==> src/rtl/types_pkg.sv <==
// Shared types for the MEM-stage load/store unit: FSM states, funct3 encodings,
// and the alignment rule used by both the steering logic and the FSM.
package types_pkg;

   typedef enum logic [1:0] {IDLE, REQ, WAIT, DONE} lsu_state_e;

   localparam logic [2:0] F3_B  = 3'b000;
   localparam logic [2:0] F3_H  = 3'b001;
   localparam logic [2:0] F3_W  = 3'b010;
   localparam logic [2:0] F3_BU = 3'b100;
   localparam logic [2:0] F3_HU = 3'b101;

   function automatic logic isMisaligned(input logic [2:0] f3, input logic [1:0] addrLo);
      case (f3)
         F3_H, F3_HU: return addrLo[0];
         F3_W:        return addrLo != 2'b00;
         default:     return 1'b0;
      endcase
   endfunction

endpackage

==> src/rtl/lsu_align.sv <==
// Combinational byte-lane steering: store enables/data replication, load
// byte/half selection with sign or zero extension, and the misalign flag.
module lsu_align import types_pkg::*; #(
   parameter int XLEN = 32
) (
   input  logic [2:0]      funct3,
   input  logic [1:0]      addrLo,
   input  logic [XLEN-1:0] storeData,
   input  logic [XLEN-1:0] loadWord,
   output logic [3:0]      storeBe,
   output logic [XLEN-1:0] storeWdata,
   output logic [XLEN-1:0] loadData,
   output logic            misalign
);

   logic [7:0]  loadByte;
   logic [15:0] loadHalf;

   assign misalign = isMisaligned(funct3, addrLo);
   assign loadByte = loadWord[{addrLo, 3'b000} +: 8];
   assign loadHalf = loadWord[{addrLo[1], 4'b0000} +: 16];

   always_comb begin
      storeBe    = 4'b1111;
      storeWdata = storeData;
      loadData   = loadWord;
      case (funct3)
         F3_B, F3_BU: begin
            storeBe    = 4'b0001 << addrLo;
            storeWdata = {(XLEN/8){storeData[7:0]}};
            loadData   = funct3[2] ? {{(XLEN-8){1'b0}}, loadByte}
                                   : {{(XLEN-8){loadByte[7]}}, loadByte};
         end
         F3_H, F3_HU: begin
            storeBe    = addrLo[1] ? 4'b1100 : 4'b0011;
            storeWdata = {(XLEN/16){storeData[15:0]}};
            loadData   = funct3[2] ? {{(XLEN-16){1'b0}}, loadHalf}
                                   : {{(XLEN-16){loadHalf[15]}}, loadHalf};
         end
         default: ;
      endcase
   end

endmodule

==> src/rtl/mem_stage_lsu.sv <==
// MEM-stage load/store unit: req/gnt/rvalid bus FSM with timeout, stalling
// the pipeline while an access is outstanding.
module mem_stage_lsu import types_pkg::*; #(
   parameter int XLEN           = 32,
   parameter int TIMEOUT_CYCLES = 255
) (
   input  logic            clk,
   input  logic            reset,
   input  logic            MemReadM,
   input  logic            MemWriteM,
   input  logic [2:0]      Funct3M,
   input  logic [XLEN-1:0] ALUResultM,
   input  logic [XLEN-1:0] WriteDataM,
   output logic [XLEN-1:0] ReadDataM,
   output logic            StallM,
   output logic            MisalignM,
   output logic            BusErrM,
   output logic            dmem_req,
   output logic            dmem_we,
   output logic [XLEN-1:0] dmem_addr,
   output logic [3:0]      dmem_be,
   output logic [XLEN-1:0] dmem_wdata,
   input  logic            dmem_gnt,
   input  logic            dmem_rvalid,
   input  logic [XLEN-1:0] dmem_rdata,
   input  logic            dmem_err
);

   localparam int CW = $clog2(TIMEOUT_CYCLES + 1);

   lsu_state_e      state, stateN;
   logic [CW-1:0]   toCnt;
   logic [XLEN-1:0] rdataQ, loadData, storeWdata;
   logic [3:0]      storeBe;
   logic            errQ, access, misalign, timeoutHit, capture, abort;

   lsu_align #(.XLEN(XLEN)) uAlign (
      .funct3     (Funct3M),
      .addrLo     (ALUResultM[1:0]),
      .storeData  (WriteDataM),
      .loadWord   (rdataQ),
      .storeBe    (storeBe),
      .storeWdata (storeWdata),
      .loadData   (loadData),
      .misalign   (misalign)
   );

   assign access     = MemReadM | MemWriteM;
   // >= rather than == so a grant on the last REQ cycle still aborts in WAIT.
   assign timeoutHit = toCnt >= CW'(TIMEOUT_CYCLES - 1);

   assign dmem_addr  = {ALUResultM[XLEN-1:2], 2'b00};
   assign dmem_wdata = storeWdata;
   assign dmem_we    = dmem_req & MemWriteM;
   assign dmem_be    = dmem_req ? (MemWriteM ? storeBe : 4'b1111) : 4'b0000;
   assign ReadDataM  = (state == DONE) ? loadData : '0;
   assign BusErrM    = (state == DONE) & errQ;

   always_comb begin
      stateN    = state;
      dmem_req  = 1'b0;
      StallM    = 1'b0;
      MisalignM = 1'b0;
      capture   = 1'b0;
      abort     = 1'b0;
      case (state)
         IDLE: begin
            if (access) begin
               if (misalign) begin
                  MisalignM = 1'b1;
               end else begin
                  dmem_req = 1'b1;
                  StallM   = 1'b1;
                  stateN   = dmem_gnt ? WAIT : REQ;
               end
            end
         end
         REQ: begin
            dmem_req = 1'b1;
            StallM   = 1'b1;
            if (dmem_gnt) begin
               stateN = WAIT;
            end else if (timeoutHit) begin
               abort  = 1'b1;
               stateN = DONE;
            end
         end
         WAIT: begin
            StallM = 1'b1;
            if (dmem_rvalid) begin
               capture = 1'b1;
               stateN  = DONE;
            end else if (timeoutHit) begin
               abort  = 1'b1;
               stateN = DONE;
            end
         end
         DONE:    stateN = IDLE;
         default: stateN = IDLE;
      endcase
   end

   always_ff @(posedge clk) begin
      if (reset) begin
         state  <= IDLE;
         toCnt  <= '0;
         rdataQ <= '0;
         errQ   <= 1'b0;
      end else begin
         state <= stateN;
         if (state == IDLE)
            toCnt <= '0;
         else if (state == REQ || state == WAIT)
            toCnt <= toCnt + CW'(1);
         if (capture) begin
            rdataQ <= dmem_rdata;
            errQ   <= dmem_err;
         end else if (abort) begin
            rdataQ <= '0;
            errQ   <= 1'b1;
         end
      end
   end

endmodule

==> config.mk <==
export PLATFORM = sky130hd
export DESIGN_NAME = mem_stage_lsu
export DESIGN_NICKNAME = d
export VERILOG_FILES = /design/src/rtl/types_pkg.sv /design/src/rtl/lsu_align.sv /design/src/rtl/mem_stage_lsu.sv
export SDC_FILE = /design/constraint.sdc
export NUM_CORES = 1
export LEC_CHECK = 0
export ABC_AREA = 1
export CAP_MARGIN = 20
export CORE_AREA = 2 2 101 103
export DETAILED_ROUTE_END_ITERATION = 8
export DIE_AREA = 0 0 103 105
export DONT_BUFFER_PORTS = 1
export PLACE_DENSITY_LB_ADDON = 0.12
export SYNTH_ARGS = -nofsm -noshare
export SYNTH_HDL_FRONTEND = slang
export SYNTH_SLANG_ARGS = --single-unit
==> constraint.sdc <==
create_clock -name clk -period 2 [get_ports clk]
set_clock_uncertainty 0.1 [all_clocks]
set_input_delay 0.3 -clock clk [delete_from_list [all_inputs] [get_ports clk]]
set_output_delay 0.3 -clock clk [all_outputs]
set_load 0.02 [all_outputs]
==> results by group, run 1 <==
Floorplan
  – Die height: 105 µm
  – Ports: between 200 and 250
  – # rows: 36
  – Die area: between 0.01 and 0.015 mm²
  – Placeable core area: a little under 0.01 mm²
  – Initial core utilization: 0.347
  – Chip width: 103 µm

CTS
  – Clock root buffer: clkbuf_8
  – CTS Buf Count: 5
  – Worst-Skew Late Latency: around 300 ps
  – H-tree lvl count: 2
  – CTS Sinks: 43
  – Clock transition at the registers of the reported paths: about 80 ps
  – Longest Clk Path Bufs: 2
  – CTS tree: yes

Yosys
  – Post-Syn Area: around 0.0033 mm²
  – Top_reg_cell synth: dfxtp_1
  – Synth warnings: 0
  – #FFs+latches synth: 43
  – Post-Syn Instances: around 580
  – Top-count cell post-synth: nand2_1
  – EDFF count, synth: 0
  – Synth unique cells: 32
  – Mean Syn Cell Area: between 5 and 6 µm²
  – Asr flop ratio synth: 0
  – Post-synthesis sequential area ratio: 0.257
  – Synth area leader: dfxtp_1
  – Largest cells by area after synthesis: dfxtp_1 26%, nand2_1 21%, buf_4 9.9%
  – Share of the synthesized area in the top cell type: 0.257
  – Most instantiated cells after synthesis: 190 x nand2_1, 75 x nor2_1, 56 x nand3_1, 48 x a21oi_1, 44 x buf_4

Critical path
  – WP data required: roughly 1600 ps
  – CP max FO: 8
  – Worst reg2reg path endpoint: rdataQ[29]
  – Critical Path End: ReadDataM[18]
  – Worst R2R Path Depth: 8
  – Worst Setup End Kind: primary output
  – Crit path kind: reg2out
  – R2r setup slk: between 200 and 300 ps
  – RR Startpoint: state[1]
  – Setup crit start kind: flop
  – Crit path DAT: between 1500 and 2000 ps
  – Setup crit start: rdataQ[15]

Global routing
  – GR Overflow Total: 0
  – Total GRT Usage: 0.215
  – Initial antenna violation count: 0
  – First-pass GRT wire length: around 18,000 µm
  – Largest net degree at the start of global routing: 33
  – Vias in the first global route: ~3.3k

Timing
  – Fin. Hold Viols: 0
  – Final Setup Violations: 0
  – Fin crit period: 1960 ps
  – RSZ-0062 raised after global routing: yes
  – Period Utilization, post-route: 0.981
  – Max-slew violations: 0
  – Setup TNS: 0 ps
  – Fmax: between 500 and 600 MHz

Pwr
  – Combinational share of power: 0.395
  – Power share of the clock group: 0.228
  – Sequential power share: 0.377
  – VDD IR-drop max: ~0.37 mV
  – Internal: between 1500 and 2000 µW
  – Sw Ratio: 0.396
  – Power Total: between 2000 and 3000 µW
  – Leak pwr: around 0.0017 µW
  – Sw Pwr: ~1100 µW
  – Pwr dens: roughly 710 mW/mm²

Place
  – Port-buffer cells: 0
  – DP HPWL: between 9000 and 10,000 µm
  – Placed Instances: just under 700
  – Placer congestion estimate: about 0.84

Detailed routing
  – Final wirelength: 12,500 µm
  – Post-DR wirelength/cell: approximately 18 µm
  – First-pass DRT Iterations: 5
  – Avg Vias per Cell: a little over 5
  – ANT nets after route: 0
  – Vias post-DR: 3,592
  – 1st-iter DRT viols: about 150
  – DRC: 0

Run
  – Total of max-cap violations: 0

Cells and area
  – Layout Area Growth over Synthesis: 13.7%
  – Non-filler cells, final: a little over 700
  – Ratio of cells with drive above 1 in the final layout: 0.189
  – Number of antenna diodes: 0
  – Layout Nets: 683
  – Fill cells: roughly 1.1k

Hold path
  – Worst hold path type: in2reg
  – Worst hold path stage count: 2

Status
  – Run status: completed
==> critical path, stage by stage (launching register included) <==
cell     delay (ps)
dfxtp_4         390
nand2_2          50
nand2_1          60
nand2_1          60
nand2_2          90
nand3_4         100
nand3_4         130
nand2_8         130
nor2_2          110
buf_4           150
==> metrics by stage <==
step           setup WS (ps)  area, µm²   util  hold slack [ps]
6_report                38.2       3810  0.395             31.3
5_1_grt                -58.0       3810  0.395             29.1
3_5_place_dp             107       3470  0.360              279
3_3_place_gp             179       3470  0.360              275
4_1_cts                 5.15       3650  0.379             27.7
2_1_floorplan            178       3350      -              335
==> state kept, by name, indices dropped and copies added, names as in the netlist <==
signal  cells
state       2
errQ        1
toCnt       8
rdataQ     32
==> kinds of logic (layout without fill, tap and decap cells) <==
kind of cell / Yosys count / count (layout) / synth area share
and+or+nand+nor: 340 / 341 / 0.422
buffers and inverters: 113 / 108 / 0.182
AOI/OAI and AO/OA: 72 / 72 / 0.115
DFF: 43 / 43 / 0.257
adders and majority gates: 6 / 6 / 0.0224
other: 1 / 2 / 0.00112
==> worst min path at each step <==
stage / from / end / slack [ps]
CTS: dmem_rdata[15] / rdataQ[15] / 30
detailed placement: reset / rdataQ[15] / 280
global route: dmem_rdata[15] / rdataQ[15] / 30
global placement: reset / rdataQ[4] / 280
finish: dmem_rdata[15] / rdataQ[15] / 30
floorplan: dmem_gnt / state[1] / 330
==> timing repair <==
action | CTS | global route
pin swaps | 3 | 4
cloned | 0 | 1
setup buffers | 0 | 3
gates resized for setup | 21 | 33
endpoints found under the setup margin | 29 | 28
endpoints found under the hold margin | 32 | 0
hold buffers | 1 | 0
==> area by class of cell <==
type	instances	area, µm²	area share
clock buffers	8	100	0.0263
inverters	46	180	0.0473
multi-input cells	421	2020	0.531
flip-flops and latches	43	873	0.229
well taps	133	166	0.0437
repair buffers	54	465	0.122
==> cells in the final DEF, fill, tap and decap left out, types with 2 or more instances in the layout <==
cell,count
nand2_1,185
nor2_1,65
nand3_1,55
buf_4,45
a21oi_1,42
inv_1,39
dfxtp_1,37
o21ai_0,13
nor3_1,7
clkbuf_8,7
nor2_4,6
nor2_2,6
nand2_2,6
a21oi_2,6
buf_6,6
inv_2,4
o2111ai_1,4
ha_1,4
dfxtp_2,4
inv_4,3
a31oi_1,3
buf_12,3
nand4_1,2
nand3_4,2
nor3b_1,2
conb_1,2
dfxtp_4,2
==> power groups by stage <==
stage | clock network (µW) | logic [µW] | registers [µW]
global route | 660 | 1170 | 1030
CTS | 627 | 998 | 1010
floorplan | 0 | 787 | 1000
finish | 617 | 1070 | 1020
detailed placement | 0 | 931 | 1030
global placement | 0 | 925 | 1030
==> layer usage <==
metal / vias to the layer above / wire, µm / track usage
met5: - / 0 / 0
met3: 26 / 1050 / 0.0462
met1: 1641 / 5090 / 0.264
met4: 0 / 199 / 0.0592
li1: 1773 / - / -
met2: 152 / 6190 / 0.372
Note: power is estimated with default switching activity, not from simulation.
==> inputs of run 2 (changes only) <==
--- a/config.mk
+++ b/config.mk
@@ -7,10 +7,9 @@
 export LEC_CHECK = 0
 export ABC_AREA = 1
 export CAP_MARGIN = 20
-export CORE_AREA = 2 2 101 103
+export CORE_AREA = 4 4 103 105
 export DETAILED_ROUTE_END_ITERATION = 8
-export DIE_AREA = 0 0 103 105
-export DONT_BUFFER_PORTS = 1
+export DIE_AREA = 0 0 107 109
 export PLACE_DENSITY_LB_ADDON = 0.12
 export SYNTH_ARGS = -nofsm -noshare
 export SYNTH_HDL_FRONTEND = slang
==> results by group, run 2 (synthesis gave the netlist of run 1 again) <==
Status
  – Run status: completed

Timing
  – Max-slew violations: 0 (unchanged)
  – RSZ-0062 raised after global routing: yes
  – Final Setup Violations: 0 (unchanged)
  – Fin crit period: 1980 ps (+19.1 ps)
  – Hold_ws: 392 ps (+361 ps)
  – Min setup slack post-route: 19.1 ps (-19.1 ps)
  – Period Utilization, post-route: 0.990 (+0.00957)
  – Fmax: 505 MHz (-0.97%)
  – Fin. Hold Viols: 0 (unchanged)

CTS
  – CTS tree: yes
  – CTS Buf Count: 5 (unchanged)
  – H-tree lvl count: 2 (unchanged)
  – Clock root buffer: clkbuf_8
  – Clock transition at the registers of the reported paths: 80 ps (about the same)
  – Longest Clk Path Bufs: 2 (unchanged)
  – Worst-Skew Late Latency: 290 ps (about the same)
  – CTS Sinks: 43 (unchanged)
  – Hold_buf cts: 0 (-1)

Critical path
  – Crit-path slowest cell: clkdlybuf4s50_1
  – CP Buf/Inv Count: 3 (+2)
  – CP dominant cell by count: clkdlybuf4s50_1
  – Critical-path cell list: clkdlybuf4s50_1, buf_4, clkdlybuf4s50_1
  – Worst Setup End Kind: primary output
  – Crit path kind: in2out
  – Crit path DAT: 1580 ps (+20 ps)
  – Largest stage delay on the critical path: 590 ps (+200 ps)
  – CP delay by family, top: buffers and inverters
  – WP data required: 1600 ps (about the same)
  – Setup crit start kind: input port
  – CP max FO: 3 (-5)

Cells and area
  – Non-filler cells, final: 877 (+24%)
  – Number of antenna diodes: 0 (unchanged)
  – Top flop regs: rdataQ: 32 flops, toCnt: 8 flops, state: 2 flops
  – Ratio of cells with drive above 1 in the final layout: 0.272 (+0.0827)
  – Layout Nets: 855 (+25%)
  – Top reg by flops: rdataQ
  – Layout Area Growth over Synthesis: 65.7%
  – Commonest non-fill, non-tap cell in the layout: nand2_1
  – Max reg flops: 32 (unchanged)
  – Most frequent cells in the layout: 179 x nand2_1, 85 x buf_4, 78 x clkdlybuf4s50_1, 56 x nor2_1, 54 x nand3_1
  – Fill cells: 972 (-13%)

Pwr
  – Power Total: 3230 µW (+19%)
  – VDD IR-drop max: 0.561 mV (+50%)
  – Sw Pwr: 1210 µW (+12%)
  – Combinational share of power: 0.468 (+0.073)
  – Internal: 2020 µW (+24%)
  – Leak pwr: 0.00252 µW (+47%)
  – Pwr dens: 581 mW/mm² (-18%)
  – Sw Ratio: 0.374 (-0.0224)
  – Sequential power share: 0.310 (-0.067)
  – Power share of the clock group: 0.222 (-0.006)

Floorplan
  – Initial core utilization: 0.347 (unchanged)
  – Chip width: 107 µm (+3.9%)
  – Placeable core area: 0.00964 mm² (unchanged)
  – Die area: 0.0117 mm² (+7.8%)
  – # rows: 36 (unchanged)
  – Ports: 211 (unchanged)
  – Die height: 109 µm (+3.8%)

Detailed routing
  – Final wirelength: 13,500 µm (+7.6%)
  – Vias post-DR: 4,303 (+20%)
  – 1st-iter DRT viols: 246 (+60%)
  – Avg Vias per Cell: 4.91 (-3.7%)
  – Post-DR wirelength/cell: 15.4 µm (-13%)
  – First-pass DRT Iterations: 6 (+1)
  – ANT nets after route: 0 (unchanged)
  – DRC: 0 (unchanged)

Global routing
  – GR Overflow Total: 0 (unchanged)
  – Initial antenna violation count: 0 (unchanged)
  – Vias in the first global route: 4,338 (+31%)
  – Total GRT Usage: 0.227 (+0.0124)
  – Largest net degree at the start of global routing: 25 (-24%)
  – First-pass GRT wire length: 21,500 µm (+20%)

Place
  – Port-buffer cells: 148 (+148)
  – Placer congestion estimate: 0.915 (+9.1%)
  – Placed Instances: 863 (+25%)
  – Worst slack at placement: -755 ps (-862 ps)
  – DP HPWL: 10,600 µm (+11%)

Run
  – Total of max-cap violations: 0 (unchanged)

Hold path
  – Worst hold path type: reg2reg
run 2: cell type report:
cell class	count	area (µm²)	share of cell area
Clock buffer	6	82.6	0.0149
Clock inverter	2	35.0	0.00631
Inverter	46	178	0.0320
Sequential cell	43	867	0.156
Tap cell	133	166	0.0300
Timing Repair Buffer	226	2060	0.371
Multi-Input combinational cell	421	2160	0.389
run 2: path summary, 6_finish.rpt:
| check | to | depth (start not counted) | slack [ps] | start |
|---|---|---|---|---|
| worst max-delay path | dmem_wdata[2] | 3 | 20 | WriteDataM[2] |
| worst min-delay path | errQ | 2 | 390 | errQ |
| worst max register to register | rdataQ[20] | 8 | 190 | state[0] |
| worst min register to register | errQ | 2 | 390 | errQ |
run 2: worst register-to-register path: cells and delay by family, from the launching register on:
family | cells | cell delay, ps
and+or+nand+nor | 2 | 260
adders and majority gates | 1 | 220
DFF | 1 | 360
buffers and inverters | 3 | 460
AOI/OAI and AO/OA | 2 | 330
run 2: routing by layer:
| metal | track usage | vias up | part of all wire |
|---|---|---|---|
| li1 | - | 2117 | - |
| met1 | 0.272 | 1975 | 0.40 |
| met2 | 0.402 | 178 | 0.50 |
| met3 | 0.0432 | 33 | 0.073 |
| met4 | 0.0895 | 0 | 0.029 |
| met5 | 0 | - | 0 |
run 2: repair_timing:
action,CTS,global route
pin swaps,12,15
resized for setup,286,66
cloned,1,0
setup buffers,2,4
endpoints found under the setup margin,64,57
run 2: per-stage QoR:
stage / utilization / cell area, µm² / TNS (ps)
floorplan: - / 3350 / 0
global placement: 0.533 / 5130 / -36130
detailed placement: 0.533 / 5130 / -38700
CTS: 0.552 / 5320 / 0
global route: 0.576 / 5550 / -383
finish: 0.576 / 5550 / 0
run 2: power groups by stage:
stage / clock network [µW] / registers (µW) / logic (µW)
3_5_place_dp: 0 / 1010 / 1420
3_3_place_gp: 0 / 1010 / 1400
6_report: 715 / 1000 / 1510
2_1_floorplan: 0 / 1000 / 787
4_1_cts: 723 / 995 / 1400
5_1_grt: 767 / 1010 / 1650
